File: config.mk
export PLATFORM = sky130hd
export DESIGN_NAME = clock_adjust_controller
export DESIGN_NICKNAME = d
export VERILOG_FILES = /design/src/rtl/clock_ui_pkg.sv /design/src/rtl/clock_adjust_controller_button_conditioner.sv /design/src/rtl/clock_adjust_controller.sv
export SDC_FILE = /design/constraint.sdc
export NUM_CORES = 1
export LEC_CHECK = 0
export BUFFER_PORTS_ARGS = -buffer_cell sky130_fd_sc_hd__buf_2
export CAP_MARGIN = 20
export CORE_MARGIN = 5
export CORE_UTILIZATION = 55
export DETAILED_ROUTE_END_ITERATION = 8
export GPL_TIMING_DRIVEN = 0
export PLACE_DENSITY = 0.8
export SLEW_MARGIN = 30
export SYNTH_ARGS = -nofsm -noshare
export SYNTH_HDL_FRONTEND = slang
export SYNTH_SLANG_ARGS = --single-unit
File: constraint.sdc
create_clock -name clk -period 3.8 [get_ports clk]
set_input_delay 0.38 -clock clk [delete_from_list [all_inputs] [get_ports clk]]
set_output_delay 0.38 -clock clk [all_outputs]
set_load 0.05 [all_outputs]
File: src/rtl/clock_ui_pkg.sv
// Shared types and helpers for the wall-clock adjustment UI.
package clock_ui_pkg;

  typedef enum logic [1:0] {
    FIELD_RUN     = 2'd0,
    FIELD_HOURS   = 2'd1,
    FIELD_MINUTES = 2'd2,
    FIELD_SECONDS = 2'd3
  } field_t;

  localparam logic [5:0] MASK_HOURS   = 6'b110000;
  localparam logic [5:0] MASK_MINUTES = 6'b001100;
  localparam logic [5:0] MASK_SECONDS = 6'b000011;

  function automatic int unsigned ms_to_cycles(input int unsigned rate_hz, input int unsigned ms);
    return rate_hz / 1000 * ms;
  endfunction

  // Cyclic field order used by the next switch.
  function automatic field_t next_field(input field_t f);
    next_field = FIELD_RUN;
    case (f)
      FIELD_RUN:     next_field = FIELD_HOURS;
      FIELD_HOURS:   next_field = FIELD_MINUTES;
      FIELD_MINUTES: next_field = FIELD_SECONDS;
      FIELD_SECONDS: next_field = FIELD_RUN;
    endcase
  endfunction

  function automatic logic [5:0] field_mask(input field_t f);
    field_mask = 6'b000000;
    case (f)
      FIELD_RUN:     field_mask = 6'b000000;
      FIELD_HOURS:   field_mask = MASK_HOURS;
      FIELD_MINUTES: field_mask = MASK_MINUTES;
      FIELD_SECONDS: field_mask = MASK_SECONDS;
    endcase
  endfunction

endpackage

File: src/rtl/clock_adjust_controller_button_conditioner.sv
// Switch conditioner: 2-FF synchronizer, counting debouncer and rising-edge press pulse.
module button_conditioner #(
  parameter int unsigned DEBOUNCE_CYCLES = 2
) (
  input  logic clk,
  input  logic rst,
  input  logic raw,
  output logic level,
  output logic press
);

  localparam int unsigned CW = $clog2(DEBOUNCE_CYCLES) + 1;

  logic          sync1;
  logic          sync2;
  logic [CW-1:0] cnt;

  // Level flips once the synchronized input has disagreed for DEBOUNCE_CYCLES samples;
  // the press pulse is issued on the same edge as the rising flip.
  always_ff @(posedge clk) begin
    if (rst) begin
      sync1 <= 1'b0;
      sync2 <= 1'b0;
      cnt   <= '0;
      level <= 1'b0;
      press <= 1'b0;
    end else begin
      sync1 <= raw;
      sync2 <= sync1;
      press <= 1'b0;
      if (sync2 == level) begin
        cnt <= '0;
      end else if (cnt == CW'(DEBOUNCE_CYCLES - 1)) begin
        cnt   <= '0;
        level <= sync2;
        press <= sync2;
      end else begin
        cnt <= cnt + CW'(1);
      end
    end
  end

endmodule

File: src/rtl/clock_adjust_controller.sv
// Field-select FSM, increment strobes and blink mask for clock adjustment.
// Optional auto-repeat of held increment presses: define AUTO_REPEAT_EN.
module clock_adjust_controller
  import clock_ui_pkg::*;
#(
  parameter int unsigned CLK_RATE_HZ      = 100_000_000,
  parameter int unsigned DEBOUNCE_MS      = 10,
  parameter int unsigned BLINK_HZ         = 2,
  parameter int unsigned REPEAT_DELAY_MS  = 500,
  parameter int unsigned REPEAT_PERIOD_MS = 100
) (
  input  logic       clk,
  input  logic       rst,
  input  logic       btn_next,
  input  logic       btn_increment,
  output logic [1:0] field,
  output logic       adjusting,
  output logic       inc_hours,
  output logic       inc_minutes,
  output logic       inc_seconds,
  output logic [5:0] digit_blank_mask
);

  localparam int unsigned DEBOUNCE_CYCLES = ms_to_cycles(CLK_RATE_HZ, DEBOUNCE_MS);
  localparam int unsigned HALF_CYCLES     = CLK_RATE_HZ / (2 * BLINK_HZ);
  localparam int unsigned BW              = $clog2(HALF_CYCLES) + 1;

  logic          next_level;
  logic          next_press;
  logic          inc_level;
  logic          inc_press;
  logic          inc_req_c;
  field_t        state;
  logic          phase;
  logic [BW-1:0] blink_cnt;
  logic          unused_levels;

  button_conditioner #(.DEBOUNCE_CYCLES(DEBOUNCE_CYCLES)) u_next (
    .clk   (clk),
    .rst   (rst),
    .raw   (btn_next),
    .level (next_level),
    .press (next_press)
  );

  button_conditioner #(.DEBOUNCE_CYCLES(DEBOUNCE_CYCLES)) u_increment (
    .clk   (clk),
    .rst   (rst),
    .raw   (btn_increment),
    .level (inc_level),
    .press (inc_press)
  );

`ifdef AUTO_REPEAT_EN
  localparam int unsigned REPEAT_DELAY  = ms_to_cycles(CLK_RATE_HZ, REPEAT_DELAY_MS);
  localparam int unsigned REPEAT_PERIOD = ms_to_cycles(CLK_RATE_HZ, REPEAT_PERIOD_MS);
  localparam int unsigned RW            = $clog2(REPEAT_DELAY) + 1;

  logic [RW-1:0] rep_cnt;
  logic          rep_fire_c;

  assign rep_fire_c = inc_level && (state != FIELD_RUN) && (rep_cnt == RW'(REPEAT_DELAY - 1));
  assign inc_req_c  = inc_press | rep_fire_c;
  assign unused_levels = next_level;

  // Hold timer: first repeat REPEAT_DELAY after the debounced rise, then every REPEAT_PERIOD.
  always_ff @(posedge clk) begin
    if (rst) begin
      rep_cnt <= '0;
    end else if (!inc_level || state == FIELD_RUN || next_press) begin
      rep_cnt <= '0;
    end else if (rep_fire_c) begin
      rep_cnt <= RW'(REPEAT_DELAY - REPEAT_PERIOD);
    end else begin
      rep_cnt <= rep_cnt + RW'(1);
    end
  end
`else
  localparam int unsigned unused_repeat_ms = REPEAT_DELAY_MS + REPEAT_PERIOD_MS;

  assign inc_req_c     = inc_press;
  assign unused_levels = next_level ^ inc_level;
`endif

  assign field = state;

  // Next has priority over increment; any field change or strobe restarts the blink visible.
  always_ff @(posedge clk) begin
    if (rst) begin
      state            <= FIELD_RUN;
      adjusting        <= 1'b0;
      inc_hours        <= 1'b0;
      inc_minutes      <= 1'b0;
      inc_seconds      <= 1'b0;
      digit_blank_mask <= 6'b000000;
      phase            <= 1'b0;
      blink_cnt        <= '0;
    end else begin
      inc_hours   <= 1'b0;
      inc_minutes <= 1'b0;
      inc_seconds <= 1'b0;
      if (next_press) begin
        state            <= next_field(state);
        adjusting        <= (next_field(state) != FIELD_RUN);
        blink_cnt        <= '0;
        phase            <= 1'b0;
        digit_blank_mask <= 6'b000000;
      end else if (inc_req_c && state != FIELD_RUN) begin
        case (state)
          FIELD_RUN:     ;
          FIELD_HOURS:   inc_hours   <= 1'b1;
          FIELD_MINUTES: inc_minutes <= 1'b1;
          FIELD_SECONDS: inc_seconds <= 1'b1;
        endcase
        blink_cnt        <= '0;
        phase            <= 1'b0;
        digit_blank_mask <= 6'b000000;
      end else if (state == FIELD_RUN) begin
        blink_cnt        <= '0;
        phase            <= 1'b0;
        digit_blank_mask <= 6'b000000;
      end else if (blink_cnt == BW'(HALF_CYCLES - 1)) begin
        blink_cnt        <= '0;
        phase            <= ~phase;
        digit_blank_mask <= phase ? 6'b000000 : field_mask(state);
      end else begin
        blink_cnt <= blink_cnt + BW'(1);
      end
    end
  end

endmodule

* Word-level counts from Yosys, hierarchy flattened
Index checks and enable logic that the tools add are counted.
Storage, ports and cells: logic and storage cells 56, register bits after elaboration 89, input port bits 4
Operators by class: muxes and demuxes 8, add/sub/neg operators 3, eq/ne operators 8, bitwise gates (word level) 6, reductions and logical operators 13
Operator list (number):
- 21-bit by 1-bit adder with 21-bit output, second input constant | 2
- 21-bit by 20-bit == test with 1-bit output, second input constant | 2
- 26-bit by 1-bit adder with 26-bit output, second input constant | 1
- 26-bit by 25-bit == test with 1-bit output, second input constant | 1
- 6-bit one-hot mux with 3 select lines | 1
- 3-bit OR reduction | 5
- 2-bit one-hot mux with 4 select lines | 1
- 6-bit two-way mux | 1
- 1-bit inverter | 6
- 5-bit OR reduction | 1
- 2-bit == test, second input constant | 2
- 2-bit two-way mux | 2
- 2-bit AND reduction | 2
- 2-bit nonzero test | 2
- 4-bit OR reduction | 1
- 1-bit two-way mux | 3
- 1-bit == test | 2
- 2-bit by 1-bit == test with 1-bit output, second input constant | 1
- 2-bit logical NOT | 1
- 1-bit logical AND | 1

* Longest topological paths before layout
Gate-level depths: netlist of the first run.
depth after elaboration 5, gate-level depth with buffers 7, depth with buffers taken out 5

* Hierarchy
A second synthesis of the first run with hierarchy kept.
Unflattened totals: cell total of the unflattened synthesis 443, area, all modules 3935.0 µm²
Modules (own cells, without submodules):
- clock_adjust_controller | area an instance 1697.9 µm², cells each 193, times used 1
- button_conditioner (u_increment) | area an instance 1129.8 µm², cells each 126, times used 1
- button_conditioner (u_next) | area an instance 1107.3 µm², cells each 124, times used 1

* Worst setup path after synthesis of the first run
Ideal clock, no wire load.
kind register to register, from register state[0], in the netlist field[0], to register blink_cnt[20], setup time 0.070 ns, path slack 1.697 ns, cell stages (with the launch flop) 7, arrival 2.034 ns, clock period less this slack 2.103 ns, path through dfxtp_1 inv_1 ha_1 nor4_4 o31ai_4 buf_2 a21oi_1
On the way: cells in the longest elaborated chain, start to end 3, elaborated cells between the ends (all ways) 4, those cells by class reduce/logical (4)
RTL lines:
- start: declaration | RTL line clock_adjust_controller.sv:33 | field_t state;
- start signal: assignment | RTL line clock_adjust_controller.sv:103 | state <= next_field(state);
- 2-bit nonzero test | RTL line clock_adjust_controller.sv:108 | end else if (inc_req_c && state != FIELD_RUN) begin
- 1-bit logical AND | RTL line clock_adjust_controller.sv:108
- 5-bit OR reduction (no source line) (*)
- end signal: assignment | RTL line clock_adjust_controller.sv:127 | blink_cnt <= blink_cnt + BW'(1);
- end: declaration | RTL line clock_adjust_controller.sv:35 | logic [BW-1:0] blink_cnt;
Every way passes the cells marked *; elsewhere a longest branch is shown, timed or not. A chain may end at the register's enable or synchronous reset.

* Worst setup path in the final report of the first run
from register blink_cnt[0], to register blink_cnt[23]
On the way: cells in the longest elaborated chain, start to end 2, elaborated cells between the ends (all ways) 3, those cells by class add/sub (1); eq/ne (1); reduce/logical (1)
RTL lines:
- parallel branches: the longest is 2 deep, another holds 26-bit by 1-bit adder with 26-bit output
Several ways; the timed one is not identified.

==> key figures, run 1 <==
Yosys
  • Compound-gate portion of the synthesized area: 7.56%
  • Synthesis Warnings: 0
  • Post-synth EDFFs: 0
  • Yosys cell types: 45
  • Flops & latches, synth: 86
  • Post-synthesis sequential area ratio: 43.7%
  • Top cell type by total area after synthesis: dfxtp_1
  • Area fraction of the dominant cell type after synthesis: 43.7%
  • Largest family of logic cells by synthesized area: simple AND/OR/NAND/NOR gates
  • Synth Net Count: 453
  • Post-Syn Area per Cell: 8.93 um^2
  • Area share of fa/ha/maj cells after synthesis: 2.54%
  • Most frequent cells after synthesis: dfxtp_1, nor2_1, nand2_1
  • Synthesized area: 3940 um^2
  • Prevailing post-synth register cell: dfxtp_1
  • Post-Syn Instances: 441
  • Top post-synthesis cells by area: dfxtp_1, nor2_1, xor2_1
  • Post-synthesis xor/xnor area fraction: 9.78%
  • Synth Area in Simple Gates: 32.0%
  • Asr flop ratio synth: 0%
  • Top-count cell post-synth: dfxtp_1
  • Post-synthesis mux area share: 1.27%

Status
  • Status: completed

Pwr
  • Worst IR Drop VDD: 0.000209 V
  • Pwr/cell area: 362 nW/um^2
  • Leakage: 1.40 nW

Detailed routing
  • Initial DRC Count: 141
  • WL/cell: 13.6 um
  • Final ANT Viol Nets: 0
  • DR pass1 iterations: 4
  • Vias: 3,205
  • DRC Markers: 0
  • Final wirelength: 7690 um
  • Vias per inst: 5.65

Global route
  • GRT Util Overall: 18.2%
  • Total gr overflow: 0
  • Antenna violations before repair: 0
  • First-pass GRT wire length: 13,100 um
  • Largest net degree at the start of global routing: 16
  • Vias in the first global route: 2,985

Clock network
  • Worst skew pair latency: 0.36 ns
  • CTS tree: built
  • Setup Buffers After CTS: 0
  • Clock root buffer: clkbuf_8
  • H-tree depth: 3
  • Clock-pin slew on the worst setup and hold paths: 0.09 ns
  • Inserted Clock Buffers: 9
  • PostCTS Resize Cnt: 0
  • Clk sinks: 86
  • Longest Clk Path Bufs: 2
  • CTS Hold Buffers Added: 0

Finish
  • Inserted Diodes: 0
  • FILL cells: 586
  • Final instance area: 4340 um^2
  • Area grow syn2layout: 10.1%
  • Layout cells sized above 1: 11.7%
  • Fin nets: 478
  • Final core occ: 63.2%

Setup path
  • Crit path DAT: 2.32 ns
  • Critical path class: flop to flop
  • CP max FO: 10
  • CP startpoint kind: flop
  • CP required: 4.04 ns
  • Critical path capture point type: flop

Floorplanning
  • Starting density of the core: 57.4%
  • Core area: 6870 um^2
  • Die Y: 94.6 um
  • Die ar.: 8960 um^2
  • Boundary Pins: 16
  • Die X: 94.6 um
  • Std cell rows: 30

Timing
  • Hold Vio Cnt, Final: 0
  • Final setup viols: 0
  • Tmin final: 2.08 ns
  • Final slew viol count: 0
  • Setup Skew: 0.00798 ns
  • Slew @ Worst Pin: 0.573 ns
  • Slew HR: 61.5%
  • Setup WS post-layout: 1.72 ns
  • Fmax: 482 MHz
  • Crit share post-route: 54.6%
  • RSZ-0062 raised after global routing: no
  • Setup TNS: 0 ns
  • Final hold slack: 0.232 ns

Placement
  • Pre-CTS setup slack: 1.74 ns
  • Final GP Congestion: 0.929
  • IO Port Bufs: 14
  • Final HPWL DP: 5410 um
  • Placed cell area: 4130 um^2

Job
  • Max Cap Violations: 0

Min path
  • Worst hold path type: input port to flop
layout make-up:
cell class              count  area (um^2)  share of cell area [%]
plain buffers              19          100                    2.31
clock inverters             6         70.1                    1.62
repair buffers             14         70.1                    1.62
flip-flops and latches     86         1720                    39.7
clock buffers              10          138                    3.17
multi-input cells         330         2100                    48.3
well taps                  96          120                    2.77
inverters                   6         22.5                   0.519
worst max-delay path, stage by stage (launching register included):
cell and delay, ns:
dfxtp_1 0.37, ha_1 0.21, and3_1 0.16, clkbuf_1 0.26, nand2_1 0.23, o31ai_4 0.35, buf_2 0.30, a21oi_1 0.08
metal layers:
layer,global-route usage (%),vias up,wire [um]
met4,8.29,0,170
met1,21.7,1487,3520
met3,4.78,15,353
li1,-,1635,-
met5,0,-,0
met2,30.7,68,3640
per-stage QoR:
step	std cells	power (mW)
2_1_floorplan	441	0.935
6_report	567	1.57
4_1_cts	567	1.59
3_5_place_dp	551	0.939
5_1_grt	567	1.63
3_3_place_gp	551	0.938
worst paths after layout:
| kind | start | depth (start not counted) | endpoint | slack (ns) |
|---|---|---|---|---|
| setup / recovery | blink_cnt[0]$_SDFF_PP0_ | 7 | blink_cnt[23]$_SDFF_PP0_ | 1.72 |
| hold / removal | btn_increment | 2 | u_increment.sync1$_SDFF_PP0_ | 0.23 |
| setup reg to reg | blink_cnt[0]$_SDFF_PP0_ | 7 | blink_cnt[23]$_SDFF_PP0_ | 1.72 |
| hold reg to reg | u_increment.sync1$_SDFF_PP0_ | 1 | u_increment.sync2$_SDFF_PP0_ | 0.44 |
cell families (layout without fill, tap and decap cells):
family | after synthesis | after routing
and+or+nand+nor | 224 | 224
DFF | 86 | 86
AOI/OAI and AO/OA | 49 | 49
xor gates and xnor gates | 44 | 44
buffers and inverters | 25 | 55
adders and majority gates | 8 | 8
muxes | 5 | 5
cells in the final DEF (no fill, tap or decap), types with 4 or more instances in the layout:
cell type  instances
and3_1            11
nor2_1            56
nor2b_1            5
ha_1               8
nand3_1           17
a21oi_1           21
and2_1             5
or4_1             10
or3_1             11
dfxtp_1           86
buf_4              4
xor2_1            24
nand4_1           23
nor4b_1            5
mux2i_1            5
o21ai_0           12
nor4_1             7
clkbuf_8          10
inv_1              6
buf_2             24
nor3_1            12
and4_1            12
nand2_1           34
xnor2_1           20
o31ai_1            8
state kept, by name (all words and copies together), names as in the netlist, 2 cells and up:
signal            cells
blink_cnt            26
u_next.cnt           21
digit_blank_mask      3
field                 2
u_increment.cnt      21
report_power, final:
part / leakage [nW] / internal, mW / switching [mW] / total, mW
sequential: 0.693 / 0.903 / 0.00150 / 0.904
clock: 0.0951 / 0.325 / 0.330 / 0.655
combinational: 0.608 / 0.00452 / 0.00816 / 0.0127
No activity file was read; power rests on OpenSTA's default activity.
==> inputs of run 2 (changes only) <==
--- a/config.mk
+++ b/config.mk
@@ -5,13 +5,14 @@
 export SDC_FILE = /design/constraint.sdc
 export NUM_CORES = 1
 export LEC_CHECK = 0
+export ABC_AREA = 1
 export BUFFER_PORTS_ARGS = -buffer_cell sky130_fd_sc_hd__buf_2
 export CAP_MARGIN = 20
 export CORE_MARGIN = 5
 export CORE_UTILIZATION = 55
 export DETAILED_ROUTE_END_ITERATION = 8
 export GPL_TIMING_DRIVEN = 0
-export PLACE_DENSITY = 0.8
+export PLACE_DENSITY = 0.83
 export SLEW_MARGIN = 30
 export SYNTH_ARGS = -nofsm -noshare
 export SYNTH_HDL_FRONTEND = slang
==> constraint.sdc (replaced) <==
create_clock -name clk -period 1.9 [get_ports clk]
set_input_delay 0.19 -clock clk [delete_from_list [all_inputs] [get_ports clk]]
set_output_delay 0.19 -clock clk [all_outputs]
set_load 0.05 [all_outputs]
==> run 2 against run 1 <==
  * Core utilization is 0.78 points lower
  * Global-route usage up 1.7 points
  * Sequential share of layout area down 4.2 points
  * Clock power is 120% higher
  * First-iteration DRC count grew 38%
  * Worst hold slack lost 0.21 ns
  * Routed wire length rose by 22%
  * Sequential power is 100% higher
  * Non-clock buffer count down 9
  * Largest power group unchanged
  * Highest routed layer unchanged
==> key figures, run 2 <==
Detailed routing
  • DRC Markers: 0
  • Vias: 4,026
  • WL/cell: 11.8 um
  • DR pass1 iterations: 5
  • DR WL met2: 4710 um
  • Final ANT Viol Nets: 0
  • Met1 WL: 4060 um
  • Vias per inst: 5.06
  • Top routing layer used: met4
  • Initial DRC Count: 195
  • Final wirelength: 9370 um
  • WL met3: 354 um

Pwr
  • Worst IR Drop VDD: 0.000365 V
  • Pwr/cell area: 684 nW/um^2
  • Leakage: 1.62 nW
  • Overall power: 3.31 mW

Yosys
  • Prevailing post-synth register cell: dfxtp_1
  • Synth Area in Simple Gates: 40.0%
  • Compound-gate portion of the synthesized area: 4.78%
  • Synthesis Warnings: 0
  • Top cell type by total area after synthesis: dfxtp_1
  • Post-synth EDFFs: 0
  • Synth Net Count: 676
  • Area fraction of the dominant cell type after synthesis: 39.0%
  • Post-Syn Area per Cell: 6.66 um^2
  • Top-count cell post-synth: nand2_1
  • Largest family of logic cells by synthesized area: simple AND/OR/NAND/NOR gates
  • Synthesized area: 4420 um^2
  • Post-Syn Instances: 664
  • Post-synthesis mux area share: 0%
  • Top post-synthesis cells by area: dfxtp_1, nand2_1, nor2_1
  • Flops & latches, synth: 86
  • Asr flop ratio synth: 0%
  • Post-synthesis xor/xnor area fraction: 5.75%
  • Most frequent cells after synthesis: nand2_1, nor2_1, dfxtp_1
  • Post-synthesis sequential area ratio: 39.0%
  • Yosys cell types: 30
  • Area share of fa/ha/maj cells after synthesis: 2.27%

Timing
  • Hold Vio Cnt, Final: 0
  • Crit share post-route: 90.3%
  • Fmax: 583 MHz
  • Final slew viol count: 0
  • Setup Skew: 0.0145 ns
  • Final hold slack: 0.0217 ns
  • Tmin final: 1.72 ns
  • Final setup viols: 0
  • Setup WS post-layout: 0.184 ns
  • RSZ-0062 raised after global routing: no
  • Slew @ Worst Pin: 0.289 ns
  • Slew HR: 80.7%
  • Setup TNS: 0 ns

Finish
  • Top reg by flops: blink_cnt
  • Leading cell type in the layout, fill and taps excluded: nand2_1
  • Largest regs: blink_cnt x26, u_increment.cnt x21, u_next.cnt x21
  • Layout cells sized above 1: 9.08%
  • Fin nets: 701
  • Max reg flops: 26
  • Area grow syn2layout: 9.63%
  • Final core occ: 62.4%
  • Inserted Diodes: 0
  • FILL cells: 733
  • Commonest cells after routing, fill and taps aside: nand2_1, nor2_1, dfxtp_1

Placement
  • Final GP Congestion: 0.909
  • Pre-CTS setup slack: 0.183 ns
  • IO Port Bufs: 14
  • Final HPWL DP: 7180 um

Global route
  • First-pass GRT wire length: 16,400 um
  • Vias in the first global route: 3,902
  • GRT Util Overall: 20.0%
  • Total gr overflow: 0
  • Largest net degree at the start of global routing: 17
  • Antenna violations before repair: 0

Clock network
  • Clock root buffer: clkbuf_8
  • Setup Buffers After CTS: 0
  • Clock-pin slew on the worst setup and hold paths: 0.09 ns
  • Clk sinks: 86
  • Worst skew pair latency: 0.36 ns
  • CTS tree: built
  • PostCTS Resize Cnt: 0
  • Longest Clk Path Bufs: 2
  • Inserted Clock Buffers: 9
  • H-tree depth: 3
  • CTS Hold Buffers Added: 0

Status
  • Status: completed

Setup path
  • CP startpoint kind: flop
  • CP required: 2.18 ns
  • R2R depth: 8
  • Reg2reg start: field[0]$_SDFFE_PP0P_
  • Critical path capture point type: flop
  • Critical path class: flop to flop
  • Worst Setup EP: blink_cnt[19]$_SDFF_PP0_
  • Setup slack, reg-to-reg: 0.18 ns
  • R2r endpoint: blink_cnt[19]$_SDFF_PP0_
  • Critical Path Source: field[0]$_SDFFE_PP0P_
  • Crit path DAT: 2.00 ns
  • CP max FO: 10

Floorplanning
  • Die ar.: 9930 um^2
  • Std cell rows: 32
  • Die Y: 99.6 um
  • Die X: 99.6 um
  • Boundary Pins: 16
  • Core area: 7770 um^2
  • Starting density of the core: 56.9%

Min path
  • Worst hold path type: input port to flop

Job
  • Max Cap Violations: 0
## run 2: how the worst min path moves through the flow
stage	depth (start not counted)	slack, ns	start	end
detailed placement	2	0.39	rst	u_next.sync2$_SDFF_PP0_
CTS	2	0.01	rst	u_next.sync2$_SDFF_PP0_
global placement	2	0.39	rst	u_next.sync1$_SDFF_PP0_
floorplan	2	0.30	btn_increment	u_increment.sync1$_SDFF_PP0_
finish	2	0.02	rst	u_next.sync2$_SDFF_PP0_
global route	2	0.02	rst	u_next.sync2$_SDFF_PP0_
## run 2: routing by layer
metal	track usage, %	up-vias
met3	2.88	26
met2	36.0	85
met4	8.30	0
li1	-	2108
met1	23.5	1807
met5	0	-
## run 2: area by class of cell
| class | count | area, um^2 | area share [%] |
|---|---|---|---|
| plain buffers | 10 | 93.8 | 1.94 |
| clock buffers | 9 | 124 | 2.56 |
| clock inverters | 7 | 104 | 2.14 |
| inverters | 72 | 270 | 5.58 |
| multi-input cells | 496 | 2330 | 48.2 |
| flip-flops and latches | 86 | 1720 | 35.5 |
| well taps | 102 | 128 | 2.63 |
| repair buffers | 14 | 70.1 | 1.45 |
## run 2: cell families after synthesis
kind of cell / after synthesis
simple gates: 418
buf+inv: 82
compound gates: 41
flops: 86
fa+ha+maj: 8
xor+xnor: 29
## run 2: stage by stage
step                      std cells  area (um^2)
after detailed placement        780         4620
after global routing            796         4840
after floorplan                 664         4420
after CTS                       796         4840
final                           796         4840
after global placement          780         4620
## run 2: power breakdown
group	switching [mW]	internal, mW
logic	0.0178	0.0112
clock network	0.712	0.762
registers	0.00281	1.81
## run 2: worst max-delay path: stages (launching register included)
cell     delay [ns]
dfxtp_1        0.44
inv_1          0.10
ha_1           0.23
nor2_1         0.14
nand3_1        0.17
inv_2          0.16
nand2_4        0.11
buf_8          0.17
a21oi_1        0.13
==> inputs of run 3 (changes only) <==
--- a/config.mk
+++ b/config.mk
@@ -16,4 +16,5 @@
 export SLEW_MARGIN = 30
 export SYNTH_ARGS = -nofsm -noshare
 export SYNTH_HDL_FRONTEND = slang
+export SYNTH_HIERARCHICAL = 1
 export SYNTH_SLANG_ARGS = --single-unit
==> run 3 against run 2 <==
  * Clock power hardly changed
  * Total power about the same
  * Sequential share of layout area fell by 1.0 points
  * Cell area rose by 3.0%
  * Largest power group unchanged
  * Flip-flop and latch count unchanged
  * Via count rose by 0.40%
  * Cell count increased by 0.13%
  * Highest routed layer unchanged
  * Largest cell class unchanged
  * Fmax increased by 1.3%
==> key figures, run 3 <==
Timing
  • RSZ-0062 raised after global routing: no
  • Final slew viol count: 0
  • Slew HR: 65.0%
  • Fmax: 590 MHz
  • Setup Skew: 0.00647 ns
  • Hold Vio Cnt, Final: 0
  • Crit share post-route: 89.2%
  • Final setup viols: 0
  • Slew @ Worst Pin: 0.520 ns
  • Setup TNS: 0 ns
  • Tmin final: 1.69 ns

Pwr
  • Net Sw Frac: 20.6%
  • Comb power frac: 1.0%
  • Internal power: 2.63 mW
  • P_sw: 0.681 mW
  • Worst IR Drop VDD: 0.000365 V
  • Clock power share: 44.4%
  • Leakage: 1.67 nW
  • Pwr/cell area: 663 nW/um^2
  • Seq pwr share: 54.6%

Min path
  • Worst Hold End: u_next/sync1$_SDFF_PP0_
  • Hold Crit Start: btn_next
  • Worst hold path type: input port to flop
  • Min-Delay Path Depth: 3

Clock network
  • Longest Clk Path Bufs: 2
  • Worst skew pair latency: 0.36 ns
  • CTS tree: built
  • Setup Buffers After CTS: 0
  • PostCTS Resize Cnt: 0
  • H-tree depth: 3
  • Clock-pin slew on the worst setup and hold paths: 0.09 ns
  • Inserted Clock Buffers: 9
  • CTS Hold Buffers Added: 0
  • Clk sinks: 86
  • Clock root buffer: clkbuf_8

Floorplanning
  • Die Y: 101 um
  • Die X: 101 um
  • Die ar.: 10,200 um^2
  • Boundary Pins: 16
  • Starting density of the core: 55.9%
  • Core area: 8130 um^2
  • Std cell rows: 33

Setup path
  • Critical path capture point type: flop
  • R2R depth: 6
  • CP startpoint kind: flop
  • Crit path DAT: 1.99 ns
  • Setup slack, reg-to-reg: 0.21 ns
  • R2r endpoint: blink_cnt[20]$_SDFF_PP0_
  • Reg2reg start: field[1]$_SDFFE_PP0P_
  • Slowest CP cell: dfxtp_1
  • Crit-path max cell delay: 0.41 ns
  • CP required: 2.19 ns
  • CP max FO: 10
  • Critical path class: flop to flop
  • Crit-path cells: inv_1, ha_1, nor4_4, nand2_4, buf_6, nor2_1

Yosys
  • Post-synthesis sequential area ratio: 37.8%
  • Top post-synthesis cells by area: dfxtp_1, nand2_1, nor2_1
  • Prevailing post-synth register cell: dfxtp_1
  • Post-Syn Area per Cell: 6.88 um^2
  • Post-synth EDFFs: 0
  • Area fraction of the dominant cell type after synthesis: 37.8%
  • Yosys cell types: 31
  • Flops & latches, synth: 86
  • Synth Net Count: 673
  • Top cell type by total area after synthesis: dfxtp_1
  • Asr flop ratio synth: 0%
  • Post-Syn Instances: 661
  • Top-count cell post-synth: nand2_1
  • Most frequent cells after synthesis: nand2_1, nor2_1, dfxtp_1
  • Synthesis Warnings: 6
  • Synthesized area: 4550 um^2

Finish
  • Final instance area: 4990 um^2
  • Fin nets: 699
  • Layout cells sized above 1: 13.6%
  • Non-Filler Instances: 797
  • Largest regs: blink_cnt x26, u_increment/cnt x21, u_next/cnt x21
  • Commonest cells after routing, fill and taps aside: nand2_1, nor2_1, dfxtp_1
  • Leading cell type in the layout, fill and taps excluded: nand2_1
  • Max reg flops: 26
  • FILL cells: 725
  • Area grow syn2layout: 9.68%
  • Top reg by flops: blink_cnt
  • Inserted Diodes: 0

Global route
  • Total gr overflow: 0
  • Vias in the first global route: 3,883
  • GRT Util Overall: 19.8%
  • Antenna violations before repair: 0
  • First-pass GRT wire length: 16,200 um
  • Largest net degree at the start of global routing: 15

Detailed routing
  • Vias: 4,042
  • Initial DRC Count: 166
  • DRC Markers: 0
  • DR pass1 iterations: 5
  • Final wirelength: 9550 um
  • WL/cell: 12.0 um
  • Final ANT Viol Nets: 0
  • Vias per inst: 5.07

Placement
  • Final HPWL DP: 7210 um
  • Cells after DPL: 781
  • Placed cell area: 4760 um^2
  • IO Port Bufs: 15
  • Final GP Congestion: 0.912

Status
  • Status: completed

Job
  • Max Cap Violations: 0
[run 3: cell count changes after synthesis, moves of 6 or more]
cell	delta
a21oi_1	-17
a21oi_2	+11
nand2_1	-10
nand4_1	-8
nand3_1	-7
nor3_1	+6
o21bai_1	+6
xor2_1	-6
[run 3: metrics by stage]
stage               power (mW)  worst slack [ns]  util (%)  hold slack, ns
floorplan                 1.87           0.00921         -           0.259
global placement          1.88             0.217      58.5           0.393
detailed placement        1.88             0.116      58.5           0.398
CTS                       3.34            0.0932      61.4          0.0245
global route              3.44            0.0578      61.4          0.0350
finish                    3.31             0.206      61.4          0.0311
[run 3: how the worst max path moves through the flow]
stage,endpoint,from,cells past startpoint
after floorplan,blink_cnt[15]$_SDFF_PP0_,field[1]$_SDFFE_PP0P_,6
after global placement,blink_cnt[23]$_SDFF_PP0_,field[1]$_SDFFE_PP0P_,6
after detailed placement,blink_cnt[21]$_SDFF_PP0_,field[1]$_SDFFE_PP0P_,6
after CTS,blink_cnt[21]$_SDFF_PP0_,field[1]$_SDFFE_PP0P_,6
after global routing,blink_cnt[21]$_SDFF_PP0_,field[1]$_SDFFE_PP0P_,6
final,blink_cnt[20]$_SDFF_PP0_,field[1]$_SDFFE_PP0P_,6
[run 3: final cells by class]
type	instances	area, um^2	share of cell area (%)
Clock inverter	5	81.3	1.63
Tap cell	105	131	2.63
Inverter	76	288	5.77
Timing Repair Buffer	15	75.1	1.50
Multi-Input combinational cell	490	2450	49.1
Buffer	9	90.1	1.80
Sequential cell	86	1720	34.5
Clock buffer	11	151	3.03
[run 3: power by group through the flow]
stage / combinational [mW] / sequential (mW) / clock, mW
floorplan: 0.0210 / 1.85 / 0
global placement: 0.0315 / 1.85 / 0
detailed placement: 0.0324 / 1.85 / 0
CTS: 0.0325 / 1.81 / 1.50
global route: 0.0362 / 1.81 / 1.59
finish: 0.0324 / 1.81 / 1.47
[run 3: layer usage]
metal  share of wire, %  routed length, um  track usage (%)  vias up
li1                   -                  -                -     2084
met1                 43               4130             22.5     1845
met3                4.9                470             4.43       25
met4                2.8                272             9.61        0
met5                  0                  0                0        -
met2                 49               4680             34.7       88
[run 3: critical path: cells and delay by family, from the launching register on]
family                     cells  cell delay, ns
and+or+nand+nor                3            0.69
DFF                            1            0.41
buffers and inverters          2            0.28
adders and majority gates      1            0.25
[run 3: cell families (layout without fill, tap and decap cells)]
kind of cell             count (synthesis)  in the layout  share of synthesized area, %
flip-flops                              86             86                          37.8
adder cells (fa/ha/maj)                  8              8                          2.20
AO/OA/AOI/OAI                           42             42                          6.13
XOR/XNOR                                25             25                          4.81
buffers and inverters                   85            116                          8.30
AND/OR/NAND/NOR                        415            415                          40.7
